### src/rtl/csr_bank_pkg.sv
// Shared types for the csr_bank register bank.
// Request/response codes match every peripheral behind the memory arbiter.
package csr_bank_pkg;

  localparam int ADDR_W      = 32;
  localparam int WORD_W      = 32;
  localparam int LANE_N      = WORD_W / 8;
  localparam int MEM_COUNT_W = 2;
  localparam int MEM_CODE_W  = 3;

  typedef enum logic [MEM_COUNT_W-1:0] {
    MEM_COUNT_NONE = 2'd0,
    MEM_COUNT_BYTE = 2'd1,
    MEM_COUNT_HALF = 2'd2,
    MEM_COUNT_WORD = 2'd3
  } mem_count_e;

  typedef enum logic [MEM_CODE_W-1:0] {
    MEM_CODE_INVALID       = 3'd0,
    MEM_CODE_READ          = 3'd1,
    MEM_CODE_WRITE         = 3'd2,
    MEM_CODE_MISALIGNED    = 3'd3,
    MEM_CODE_OUT_OF_BOUNDS = 3'd4
  } mem_code_e;

  typedef struct packed {
    logic [WORD_W-1:0] data;
    mem_code_e         code;
  } mem_res_t;

  localparam mem_res_t RES_NONE = '{data: '0, code: MEM_CODE_INVALID};

  function automatic logic [WORD_W-1:0] lane_bits(
    input logic [LANE_N-1:0] be
  );
    for (int i = 0; i < LANE_N; i++)
      lane_bits[i*8 +: 8] = {8{be[i]}};
  endfunction

endpackage

### src/rtl/mem_lane_select.sv
// Byte-lane steering: write enables/alignment and read extraction.
// Purely combinational; offset is the low two address bits.
module mem_lane_select
  import csr_bank_pkg::*;
(
  input  logic [MEM_COUNT_W-1:0] count,
  input  logic [1:0]             offset,
  input  logic [WORD_W-1:0]      wr_data,
  input  logic [WORD_W-1:0]      rd_word,
  output logic [WORD_W-1:0]      wr_mask,
  output logic [WORD_W-1:0]      wr_lane,
  output logic [WORD_W-1:0]      rd_data
);

  logic [4:0]        sh;
  logic [LANE_N-1:0] be;
  logic [WORD_W-1:0] rd_sh;

  assign sh      = {offset, 3'b000};
  assign rd_sh   = rd_word >> sh;
  assign wr_lane = wr_data << sh;
  assign wr_mask = lane_bits(be);

  always_comb begin
    be      = '0;
    rd_data = '0;
    unique case (1'b1)
      count == MEM_COUNT_BYTE: begin
        be      = 4'b0001 << offset;
        rd_data = {24'b0, rd_sh[7:0]};
      end
      count == MEM_COUNT_HALF: begin
        be      = 4'b0011 << offset;
        rd_data = {16'b0, rd_sh[15:0]};
      end
      count == MEM_COUNT_WORD: begin
        be      = 4'b1111;
        rd_data = rd_sh;
      end
      default: ;
    endcase
  end

endmodule

### src/rtl/csr_bank.sv
// Control/status register bank with RW, RO-status and W1C sticky words,
// hardware set inputs, interrupt output and 1- or 2-cycle read latency.
module csr_bank
  import csr_bank_pkg::*;
#(
  parameter logic [ADDR_W-1:0]             ADDR_START  = '0,
  parameter int                            WORD_COUNT  = 4,
  parameter logic [WORD_COUNT-1:0]         RO_MASK     = '0,
  parameter logic [WORD_COUNT-1:0]         W1C_MASK    = '0,
  parameter logic [WORD_W*WORD_COUNT-1:0]  RESET_VALUE = '0,
  parameter int                            RD_LATENCY  = 1
) (
  input  logic                          clk,
  input  logic                          reset,
  input  logic [ADDR_W-1:0]             i_req_addr,
  input  logic [WORD_W-1:0]             i_req_wr_data,
  input  logic                          i_req_wr_en,
  input  logic [MEM_COUNT_W-1:0]        i_req_count,
  input  logic [WORD_W*WORD_COUNT-1:0]  i_status,
  input  logic [WORD_W*WORD_COUNT-1:0]  i_hw_set,
  output logic [WORD_W-1:0]             o_res_rd_data,
  output logic [MEM_CODE_W-1:0]         o_res_code,
  output logic [WORD_W*WORD_COUNT-1:0]  o_exposed_mem,
  output logic                          o_irq
);

  localparam int MW    = WORD_W * WORD_COUNT;
  localparam int IDX_W = (WORD_COUNT > 1) ? $clog2(WORD_COUNT) : 1;
  localparam logic [ADDR_W:0] LAST =
    {1'b0, ADDR_START} + (ADDR_W+1)'(4*WORD_COUNT - 1);

  logic [MW-1:0]     mem_q, mem_d, w1c_bits;
  logic [IDX_W-1:0]  idx;
  logic              req, misaligned, in_range, wr_hit;
  logic [WORD_W-1:0] rd_word, rd_data, wr_mask, wr_lane;
  mem_res_t          res_d, res_q1, res_out;

  assign req = i_req_count != MEM_COUNT_NONE;
  assign misaligned =
    (i_req_count == MEM_COUNT_HALF && i_req_addr[0]) ||
    (i_req_count == MEM_COUNT_WORD && i_req_addr[1:0] != 2'b00);
  assign in_range = (i_req_addr >= ADDR_START) &&
                    ({1'b0, i_req_addr} <= LAST);
  assign idx = IDX_W'((i_req_addr - ADDR_START) >> 2);

  for (genvar j = 0; j < WORD_COUNT; j++) begin : g_word
    assign w1c_bits[j*WORD_W +: WORD_W] = {WORD_W{W1C_MASK[j]}};
    assign o_exposed_mem[j*WORD_W +: WORD_W] =
      RO_MASK[j] ? '0 : mem_q[j*WORD_W +: WORD_W];
  end

  mem_lane_select u_lane (
    .count   (i_req_count),
    .offset  (i_req_addr[1:0]),
    .wr_data (i_req_wr_data),
    .rd_word (rd_word),
    .wr_mask (wr_mask),
    .wr_lane (wr_lane),
    .rd_data (rd_data)
  );

  // RO words read the live status input, never the stored copy.
  always_comb begin
    rd_word = '0;
    for (int j = 0; j < WORD_COUNT; j++)
      if (idx == IDX_W'(j))
        rd_word = RO_MASK[j] ? i_status[j*WORD_W +: WORD_W]
                             : mem_q[j*WORD_W +: WORD_W];
  end

  always_comb begin
    res_d  = RES_NONE;
    wr_hit = 1'b0;
    if (req) begin
      if (misaligned)
        res_d.code = MEM_CODE_MISALIGNED;
      else if (!in_range)
        res_d.code = MEM_CODE_OUT_OF_BOUNDS;
      else if (i_req_wr_en) begin
        res_d.code = MEM_CODE_WRITE;
        wr_hit     = 1'b1;
      end else begin
        res_d.code = MEM_CODE_READ;
        res_d.data = rd_data;
      end
    end
  end

  // Hardware set is OR-ed last so it wins over a same-cycle clear.
  always_comb begin
    mem_d = mem_q;
    for (int j = 0; j < WORD_COUNT; j++) begin
      if (RO_MASK[j])
        mem_d[j*WORD_W +: WORD_W] = '0;
      else if (W1C_MASK[j])
        mem_d[j*WORD_W +: WORD_W] =
          (mem_q[j*WORD_W +: WORD_W] &
           ~((wr_hit && idx == IDX_W'(j)) ? (wr_lane & wr_mask) : '0)) |
          i_hw_set[j*WORD_W +: WORD_W];
      else if (wr_hit && idx == IDX_W'(j))
        mem_d[j*WORD_W +: WORD_W] =
          (mem_q[j*WORD_W +: WORD_W] & ~wr_mask) | (wr_lane & wr_mask);
    end
  end

  always_ff @(posedge clk) begin
    if (reset) begin
      mem_q  <= RESET_VALUE;
      res_q1 <= RES_NONE;
      o_irq  <= 1'b0;
    end else begin
      mem_q  <= mem_d;
      res_q1 <= res_d;
      o_irq  <= |(mem_q & w1c_bits);
    end
  end

  if (RD_LATENCY == 2) begin : g_lat2
    mem_res_t res_q2;
    always_ff @(posedge clk) begin
      if (reset) res_q2 <= RES_NONE;
      else       res_q2 <= res_q1;
    end
    assign res_out = res_q2;
  end else begin : g_lat1
    assign res_out = res_q1;
  end

  assign o_res_rd_data = res_out.data;
  assign o_res_code    = res_out.code;

endmodule

### config.mk
export PLATFORM = sky130hd
export DESIGN_NAME = csr_bank
export DESIGN_NICKNAME = d
export VERILOG_FILES = /design/src/rtl/csr_bank_pkg.sv /design/src/rtl/mem_lane_select.sv /design/src/rtl/csr_bank.sv
export SDC_FILE = /design/constraint.sdc
export NUM_CORES = 1
export LEC_CHECK = 0
export CORE_AREA = 5 5 189 191
export DETAILED_ROUTE_END_ITERATION = 16
export DIE_AREA = 0 0 194 196
export GPL_TIMING_DRIVEN = 0
export PLACE_DENSITY = 0.53
export SYNTH_ARGS = -nofsm -noshare
export SYNTH_HDL_FRONTEND = slang
export SYNTH_SLANG_ARGS = --single-unit
### constraint.sdc
create_clock -name clk -period 3.8 [get_ports clk]
set_input_delay 0.38 -clock clk [delete_from_list [all_inputs] [get_ports clk]]
set_output_delay 0.38 -clock clk [all_outputs]
set_load 0.03 [all_outputs]
* Yosys cells after proc, flatten, opt, wreduce, memory -nomap -nowiden
Index checks and enable logic that the tools add are counted.
Word-level totals: register bits 163, output and inout port bits 164, word-level logic and storage cells 58, input port bits 325
Operators by class: $lt $le $gt $ge 2, mux-type cells 13, shift operators 4, reductions and logical operators 14, bitwise gates (word level) 12, equality and inequality tests 6
Operator list (number):
- $and A32 B32 Y32 | 5
- $mux W32 | 4
- $or A32 B32 Y32 | 4
- $pmux W32 S3 | 1
- $ge A32 B1 Y1 const B | 1
- $le A32 B4 Y1 const B | 1
- $not A32 Y32 | 1
- $shl A32 B5 Y32 | 1
- $shr A32 B5 Y32 | 1
- $pmux W4 S3 | 1
- $eq A2 B2 Y1 const B | 4
- $logic_and A1 B1 Y1 | 7
- $reduce_or A5 Y1 | 1
- $eq A2 B1 Y1 const B | 2
- $mux W1 | 4
- $mux W2 | 2
- $reduce_bool A2 Y1 | 2
- $shl A1 B2 Y4 const A | 1
- $shl A2 B2 Y4 const A | 1
- $mux W3 | 1
- $reduce_or A3 Y1 | 1
- $logic_not A2 Y1 | 1
- $not A1 Y1 | 2
- $reduce_or A2 Y1 | 1
- $logic_or A1 B1 Y1 | 1

* Depth between registers and ports, before layout
depth after elaboration 7, depth in mapped cells 8, gate-level depth less buffers 7

* Cells and area by module
Synthesis repeated with hierarchy kept, for this count alone.
Second synthesis, totals: cells, all modules 1146, area, all modules 9955.8 sq um
Modules (own cells, without submodules):
- csr_bank | area an instance 8435.6 sq um, times used 1, cells each 921
- mem_lane_select | area an instance 1520.2 sq um, times used 1, cells each 225

* Least setup slack after synthesis
Ideal clock, no wire load.
kind input port to flip-flop, start point in i_req_count[0], end point reg (tool-made name), stages 8, path slack 1.743 ns, setup time 0.069 ns, path buffers 2, arrival 1.988 ns, path through ha_1 > clkbuf_1 > a21oi_1 > or2_0 > o2111ai_4 > or2_1 > buf_2 > o21ai_1
RTL lines:
- start, declared | RTL line csr_bank.sv:18 | input logic [MEM_COUNT_W-1:0] i_req_count,

==> flow_summary.json <==
{
  "worstSetupStartpointType": "primary input",
  "grt_pass1_vias": 7548,
  "cts_max_level": 4,
  "io_buffers": 231,
  "grt_max_degree": 17,
  "synth-edff-count": 0,
  "syn_inst": 852,
  "tns_ns": 0,
  "clkTransAtPathRegs_ns": 0.06,
  "antenna_found_initial": 0,
  "rows": 68,
  "viasPerCell": 4.93,
  "yosys.cell_types.count": 47,
  "synth.area.top_cells": "dfxtp_1, mux4_2, nor2b_1",
  "cts_setup_buffers": 0,
  "drv_cap": 0,
  "syn_area_per_cell_um2": 9.39,
  "cp-end-kind": "flip-flop",
  "dieArea_mm2": 0.0380,
  "post-route-drc-count": 0,
  "synth-seq-cells": 163,
  "worst_slack_ns": 0.679,
  "synthFlopType": "dfxtp_1",
  "reg2reg_slack_ns": 2.17,
  "hold_path_class": "flip-flop to flip-flop",
  "holdPathStages": 2,
  "yosysMostFrequentCell": "dfxtp_1",
  "yosysSeqAreaShare_pct": 40.8,
  "cts_num_sinks": 163,
  "cts_resized": 0,
  "cts_tree": "yes",
  "grt_pass1_wl_um": 52700,
  "drive_gt1_share_pct": 8.71,
  "place.gp.congestion": 0.898,
  "yosys.area.top_type_share_pct": 40.8,
  "outcome": "complete, no violations",
  "clk_latency_ns": 0.43,
  "grt_usage_pct": 18.6,
  "io_pins": 489,
  "yosys_warnings": 0,
  "max_freq_mhz": 320,
  "rsz0062_at_grt": "false",
  "fp.dieW_um": 194,
  "syn_nets": 1182,
  "vdd.ir_drop.worst_mv": 0.301,
  "postRouteWirelength_um": 36700,
  "hold_violations": 0,
  "grt_remaining_overflow": 0,
  "worstPathMaxFanout": 10,
  "fp.dieH_um": 196,
  "holdBufCountCts": 0,
  "synth_top_cell_by_area": "dfxtp_1",
  "synthToLayoutAreaGrowth_pct": 44.1,
  "worst_pin_slew_ns": 1.10,
  "ant_nets": 0,
  "period_share_pct": 82.1,
  "postSynth.asyncResetShare_pct": 0,
  "setup_viol": 0,
  "critical_path_class": "primary input to flip-flop",
  "num_vias": 7738,
  "period_needed_ns": 3.12,
  "dp_hpwl_um": 28900,
  "arrival_ns": 3.48,
  "rr_worst_depth": 5,
  "wl_per_cell_um": 23.4,
  "syn_area_mm2": 0.00800,
  "cts_max_path_buffers": 2,
  "dp_slack_ns": 0.266,
  "synth_common_cells": "dfxtp_1, o21ai_0, nor2b_1",
  "skew_ns": 0.0108,
  "cellPowerDensity_mw_per_mm2": 344,
  "drt_iter0_drc": 729,
  "r2r_end": "o_res_rd_data[10]$_SDFF_PP0_",
  "relSlewSlack_pct": 25.6,
  "start_util_pct": 23.6,
  "drtPass1Iterations": 6,
  "slew_violations": 0,
  "cts_buffers": 17,
  "critPathRequiredTime_ns": 4.16,
  "leakagePower_nw": 4.04,
  "diodes": 0,
  "cts_root_buf": "clkbuf_16",
  "final_nets": 1432,
  "power_mw": 3.96,
  "core_mm2": 0.0339
}
per-layer routing:
| layer | GRT usage [%] | vias to the layer above | wire (um) |
|---|---|---|---|
| met1 | 27.2 | 3758 | 17200 |
| met3 | 6.11 | 28 | 3940 |
| met2 | 26.8 | 434 | 15200 |
| li1 | - | 3518 | - |
| met5 | 0 | - | 0 |
| met4 | 3.57 | 0 | 437 |
how the worst max path moves through the flow:
stage,from,to,cells after the start
final,i_req_addr[3],flip-flop,6
after global routing,i_req_addr[3],flip-flop,6
after CTS,i_req_addr[3],flip-flop,6
after detailed placement,i_req_addr[3],flip-flop,6
after global placement,i_req_addr[3],flip-flop,6
after floorplan,i_req_count[0],flip-flop,8
cells by family (layout without fill, tap and decap cells):
group           Yosys count  count (layout)  share of synthesized area [%]
compound gates          235             235                           16.4
fa+ha+maj                 5               5                          0.782
buf+inv                  73             335                           3.66
flops                   163             163                           40.8
mux                     104             104                           18.1
other cells               1               1                         0.0469
simple gates            271             271                           20.2
per-stage QoR:
stage               hold WS, ns  area, um2  util (%)  instances
floorplan                 0.566       8000         -        852
global placement          0.476      10900      32.0       1538
detailed placement        0.485      10900      32.0       1538
CTS                       0.496      11500      33.9       1569
global route              0.511      11500      33.9       1569
finish                    0.494      11500      33.9       1569
area by class of cell:
| cell class | count | area [um2] |
|---|---|---|
| Clock inverter | 11 | 175 |
| Tap cell | 455 | 569 |
| Timing Repair Buffer | 231 | 2310 |
| Sequential cell | 163 | 3260 |
| Multi-Input combinational cell | 616 | 4440 |
| Buffer | 69 | 278 |
| Inverter | 4 | 15.0 |
| Fill cell | 3493 | 22400 |
| Clock buffer | 20 | 467 |
worst max-delay path, cell delays in order:
cell	delay, ns
clkdlybuf4s50_1	0.52
buf_1	0.52
buf_1	0.61
nand4b_1	0.64
nor2_4	0.56
mux2i_1	0.23
layout by cell type, fill, tap and decap left out, drive strengths merged, types with 6 or more instances in the layout:
cell type	count
a211oi	24
nor2	33
nand2b	51
clkdlybuf4s50	231
mux4	32
mux2	8
nor2b	111
a211o	8
a21oi	10
nor3	7
nand2	30
clkbuf	73
dfxtp	163
inv	6
or2	10
mux2i	64
o21ai	184
buf	16
report_power, final:
group          switching (mW)  internal [mW]  total [mW]
registers            0.000533           1.71        1.71
logic                   0.192          0.134       0.326
clock network           0.770           1.16        1.93
total                   0.962           3.00        3.96
(Power assumes the default switching activity.)
